`src/rtl/seq101_pkg.sv`:
```
// Shared definitions for the 101-framed serial link (transmitter and detector).
package seq101_pkg;

  typedef enum logic [2:0] {
    IDLE,
    PRE,
    DATA,
    STUFF,
    TRAIL
  } seq101_state_t;

  localparam logic [2:0] PREAMBLE      = 3'b101;
  localparam int         TRAIL_LEN     = 2;
  localparam logic [1:0] STUFF_TRIGGER = 2'b10;

endpackage

```
`src/rtl/seq101_tx.sv`:
```
// Serial frame transmitter: 101 preamble, zero-stuffed MSB-first payload, 00 trailer.
// state_reg names the kind of bit currently driven on out.
module seq101_tx
  import seq101_pkg::*;
#(
  parameter int DATA_W = 8,
  parameter int LEN_W  = $clog2(DATA_W + 1)
) (
  input  logic              clk,
  input  logic              reset,
  input  logic              load_valid,
  output logic              load_ready,
  input  logic [DATA_W-1:0] load_data,
  input  logic [LEN_W-1:0]  load_len,
  output logic              out,
  output logic              out_valid,
  output logic              done
);

  localparam logic [LEN_W-1:0] MAX_LEN = LEN_W'(DATA_W);

  seq101_state_t     state_reg, state_next;
  logic [1:0]        cnt_reg, cnt_next;
  logic [LEN_W-1:0]  rem_reg, rem_next;
  logic [DATA_W-1:0] shift_reg, shift_next;
  logic [1:0]        hist_reg, hist_next;
  logic              out_reg, out_next;
  logic              out_valid_reg, out_valid_next;
  logic              done_reg, done_next;

  logic [LEN_W-1:0]  len_clamped;
  logic [LEN_W-1:0]  shamt;
  logic              payload_step;
  logic              emit;
  logic              emit_bit;

  assign len_clamped = (load_len > MAX_LEN) ? MAX_LEN : load_len;
  // Left-align the payload so the next bit to send is always the MSB.
  assign shamt       = MAX_LEN - len_clamped;

  always_comb begin
    state_next     = state_reg;
    cnt_next       = cnt_reg;
    rem_next       = rem_reg;
    shift_next     = shift_reg;
    hist_next      = hist_reg;
    out_next       = 1'b0;
    out_valid_next = 1'b0;
    done_next      = 1'b0;
    payload_step   = 1'b0;
    emit           = 1'b0;
    emit_bit       = 1'b0;

    case (state_reg)
      IDLE: begin
        if (load_valid) begin
          state_next = PRE;
          cnt_next   = 2'd2;
          rem_next   = len_clamped;
          shift_next = load_data << shamt;
          hist_next  = 2'b00;
          emit       = 1'b1;
          emit_bit   = PREAMBLE[2];
        end
      end
      PRE: begin
        if (cnt_reg != 2'd0) begin
          cnt_next = cnt_reg - 2'd1;
          emit     = 1'b1;
          emit_bit = (cnt_reg == 2'd2) ? PREAMBLE[1] : PREAMBLE[0];
        end else begin
          payload_step = 1'b1;
        end
      end
      DATA, STUFF: payload_step = 1'b1;
      TRAIL: begin
        if (cnt_reg != 2'd0) begin
          cnt_next  = cnt_reg - 2'd1;
          emit      = 1'b1;
          emit_bit  = 1'b0;
          done_next = (cnt_reg == 2'd1);
        end else begin
          state_next = IDLE;
        end
      end
      default: state_next = IDLE;
    endcase

    // Remaining count is checked first so no stuff bit follows the last payload bit.
    if (payload_step) begin
      emit = 1'b1;
      if (rem_reg == '0) begin
        state_next = TRAIL;
        cnt_next   = 2'(TRAIL_LEN - 1);
        emit_bit   = 1'b0;
      end else if (hist_reg == STUFF_TRIGGER) begin
        state_next = STUFF;
        emit_bit   = 1'b0;
      end else begin
        state_next = DATA;
        emit_bit   = shift_reg[DATA_W-1];
        shift_next = shift_reg << 1;
        rem_next   = rem_reg - LEN_W'(1);
      end
    end

    if (emit) begin
      out_next       = emit_bit;
      out_valid_next = 1'b1;
      hist_next      = {hist_next[0], emit_bit};
    end
  end

  always_ff @(posedge clk) begin
    if (reset) begin
      state_reg     <= IDLE;
      cnt_reg       <= '0;
      rem_reg       <= '0;
      shift_reg     <= '0;
      hist_reg      <= 2'b00;
      out_reg       <= 1'b0;
      out_valid_reg <= 1'b0;
      done_reg      <= 1'b0;
    end else begin
      state_reg     <= state_next;
      cnt_reg       <= cnt_next;
      rem_reg       <= rem_next;
      shift_reg     <= shift_next;
      hist_reg      <= hist_next;
      out_reg       <= out_next;
      out_valid_reg <= out_valid_next;
      done_reg      <= done_next;
    end
  end

  assign load_ready = (state_reg == IDLE);
  assign out        = out_reg;
  assign out_valid  = out_valid_reg;
  assign done       = done_reg;

endmodule

```
`config.mk`:
```
export PLATFORM = sky130hd
export DESIGN_NAME = seq101_tx
export DESIGN_NICKNAME = d
export VERILOG_FILES = /design/src/rtl/seq101_pkg.sv /design/src/rtl/seq101_tx.sv
export SDC_FILE = /design/constraint.sdc
export NUM_CORES = 1
export LEC_CHECK = 0
export BUFFER_PORTS_ARGS = -buffer_cell sky130_fd_sc_hd__buf_2
export CORE_ASPECT_RATIO = 0.9
export CORE_MARGIN = 2
export CORE_UTILIZATION = 35
export CTS_BUF_LIST = sky130_fd_sc_hd__clkbuf_2 sky130_fd_sc_hd__clkbuf_4 sky130_fd_sc_hd__clkbuf_8
export DETAILED_ROUTE_END_ITERATION = 10
export RECOVER_POWER = 50
export SYNTH_ARGS = -nofsm -noshare
export SYNTH_HDL_FRONTEND = slang
export SYNTH_SLANG_ARGS = --single-unit
```
`constraint.sdc`:
```
create_clock -name clk -period 2.8 [get_ports clk]
set_input_delay 0.56 -clock clk [delete_from_list [all_inputs] [get_ports clk]]
set_output_delay 0.56 -clock clk [all_outputs]
set_load 0.02 [all_outputs]
```
==> results.yml <==
routing:
  drcViolationCount: 0
  totalWireLength_mm: 3.01
  via_count: 1178
  drtIter0Drc: 81
  vias_per_cell: 5.61
  drt_pass1_iterations: 4
  antenna_left: 0
  wl_per_cell_um: 14.3
sta:
  finalCritPeriodShare_pct: 78.1
  rsz0062_at_grt: "no"
  fin_crit_ps: 2190
  setup_tns_ps: 0
  whs_ps: 496
  finClkSkew_ps: 2.10
  hold_viol_final: 0
  fmax_mhz: 457
  finalSetupViolCount: 0
  slew_headroom_pct: 35.9
  slew_violations: 0
  worst-slew-pin-transition_ps: 961
power:
  clockPowerShare_pct: 15.0
  power.switching_uw: 639
  powerDensity_nw_per_um2: 1010
  leakage_uw: 0.000533
  swShare_pct: 42.5
  peakVddDrop_v: 0.000317
  seqPwrFrac_pct: 36.8
  p_int_uw: 863
  combPwrFrac_pct: 48.2
clock_tree:
  cts_hold_buf: 0
  cts_tree: "built"
  postCtsSetupBuffers: 0
  root_buffer: "clkbuf_8"
  cts.sinks: 22
  clkTransAtPathRegs_ps: 80
  cts_buffer_depth: 2
  post_cts_resized: 0
  cts_htree_levels: 1
  clock_latency_ps: 260
  numCtsBuffers: 3
synthesis:
  synthTopCellsByCount: "dfxtp_1, nor2_1, nor3_1, a211oi_1, a21oi_1"
  synth_edf_count: 0
  synth_nets: 170
  syn_area_um2: 1370
  ys.flop_type: "dfxtp_1"
  async_reset_ff_share_pct: 0
  synthTopCellsByArea: "dfxtp_1, mux4_2, nor2_1"
  avgSynthCellArea_um2: 8.94
  ys_warn_count: 0
  yosys.area.top_type: "dfxtp_1"
  yosys.area.top_type_share_pct: 32.2
  seq_area_frac_synth_pct: 32.2
  ys_types: 46
  yosysMostFrequentCell: "dfxtp_1"
  ys_ff_latch: 22
  netlist_instances: 153
placed_design:
  placedCellCount: 206
  io_buffers: 18
  dpl.hpwl_mm: 2.26
  gp_congestion: 0.790
floorplan:
  floorplan.initialDensity_pct: 36.7
  io_pins: 19
  core-area_um2: 3730
  die_y_um: 63.3
  rows: 21
  die-area_um2: 4420
  fp.dieW_um: 69.9
worst_setup_path:
  critical_path_class: "primary input to flop"
  start_kind: "primary input"
  cp_max_fo: 6
  crit_required_ps: 2900
  arrival_ps: 2280
  endpoint_kind: "flop"
global_route:
  antenna_found_initial: 0
  grt_pass1_vias: 1137
  grt_usage_pct: 14.4
  gr-total-overflow: 0
  grt_pass1_wl_mm: 5.26
  grt_start_max_net_pins: 23
status:
  outcome: "finished clean"
cells_and_area:
  largest_reg_flops: 8
  stdcell_count: 210
  drive_above_1_share_pct: 18.3
  syn2layout_area_growth_pct: 8.42
  fillers: 398
  finalNetCount: 182
  antennaDiodeCount: 0
  final_util_pct: 39.7
flow_run:
  drv_cap: 0
hold_path:
  hp-class: "flop to flop"
## per-stage QoR
step / total power, uW / setup WS [ps] / cell area [um2]
after CTS: 1540 / 664 / 1510
after global routing: 1650 / 409 / 1480
after global placement: 1290 / 470 / 1450
after detailed placement: 1310 / 391 / 1450
after floorplan: 1180 / 434 / 1370
final: 1500 / 613 / 1480
## path summary, 6_finish.rpt
kind / slack, ps / cells after the start / end / startpoint
max: 610 / 7 / shift_reg[6]$_SDFF_PP0_ / load_len[0]
min: 500 / 2 / rem_reg[0]$_SDFF_PP0_ / rem_reg[0]$_SDFF_PP0_
max reg2reg: 620 / 5 / rem_reg[3]$_SDFF_PP0_ / state_reg[0]$_SDFFE_PP0P_
min reg2reg: 500 / 2 / rem_reg[0]$_SDFF_PP0_ / rem_reg[0]$_SDFF_PP0_
## placed cells by master (no fill, tap or decap), types with 2 or more instances in the layout
cell,n
dfxtp_1,22
nor2_1,19
buf_2,13
nor3_1,12
a21oi_1,8
a211oi_1,8
inv_1,5
nand2b_1,5
nand2_1,5
nor2b_1,5
a221oi_1,5
clkbuf_1,5
mux2i_1,4
o21ai_0,4
mux4_2,4
clkbuf_8,4
nor3_4,2
nand3b_1,2
nor3b_1,2
xor2_1,2
a32oi_1,2
nor4_1,2
nand3_1,2
a22oi_1,2
ha_1,2
## area by class of cell
class | instances | area [um2] | area share (%)
Timing Repair Buffer | 19 | 91.3 | 6.16
Tap cell | 46 | 57.6 | 3.88
Multi-Input combinational cell | 114 | 820 | 55.3
Clock buffer | 4 | 55.1 | 3.71
Sequential cell | 22 | 440 | 29.7
Inverter | 5 | 18.8 | 1.27
## power by group through the flow
| stage | Sequential [uW] | Clock [uW] | Combinational, uW |
|---|---|---|---|
| after global placement | 560 | 0 | 728 |
| final | 554 | 225 | 724 |
| after CTS | 560 | 233 | 744 |
| after detailed placement | 566 | 0 | 742 |
| after floorplan | 519 | 0 | 662 |
| after global routing | 570 | 250 | 826 |
## routing by layer
metal	part of all wire, %	track usage (%)	up-vias
met5	0	0	-
met4	0.83	5.05	0
met3	4.6	1.76	2
met2	43	22.0	34
met1	51	21.0	552
li1	-	-	590
## kinds of logic after synthesis
group | synth area share [%]
DFF | 32.2
buffers and inverters | 6.68
and+or+nand+nor | 25.6
AOI/OAI and AO/OA | 22.1
muxes | 10.3
xor gates and xnor gates | 1.28
adders and majority gates | 1.83
## worst max-delay path: stages
cell,delay (ps)
buf_2,120
nor2b_2,190
inv_1,70
ha_1,420
mux4_2,530
a221oi_1,270
a211oi_1,110
(Power assumes the default switching activity.)
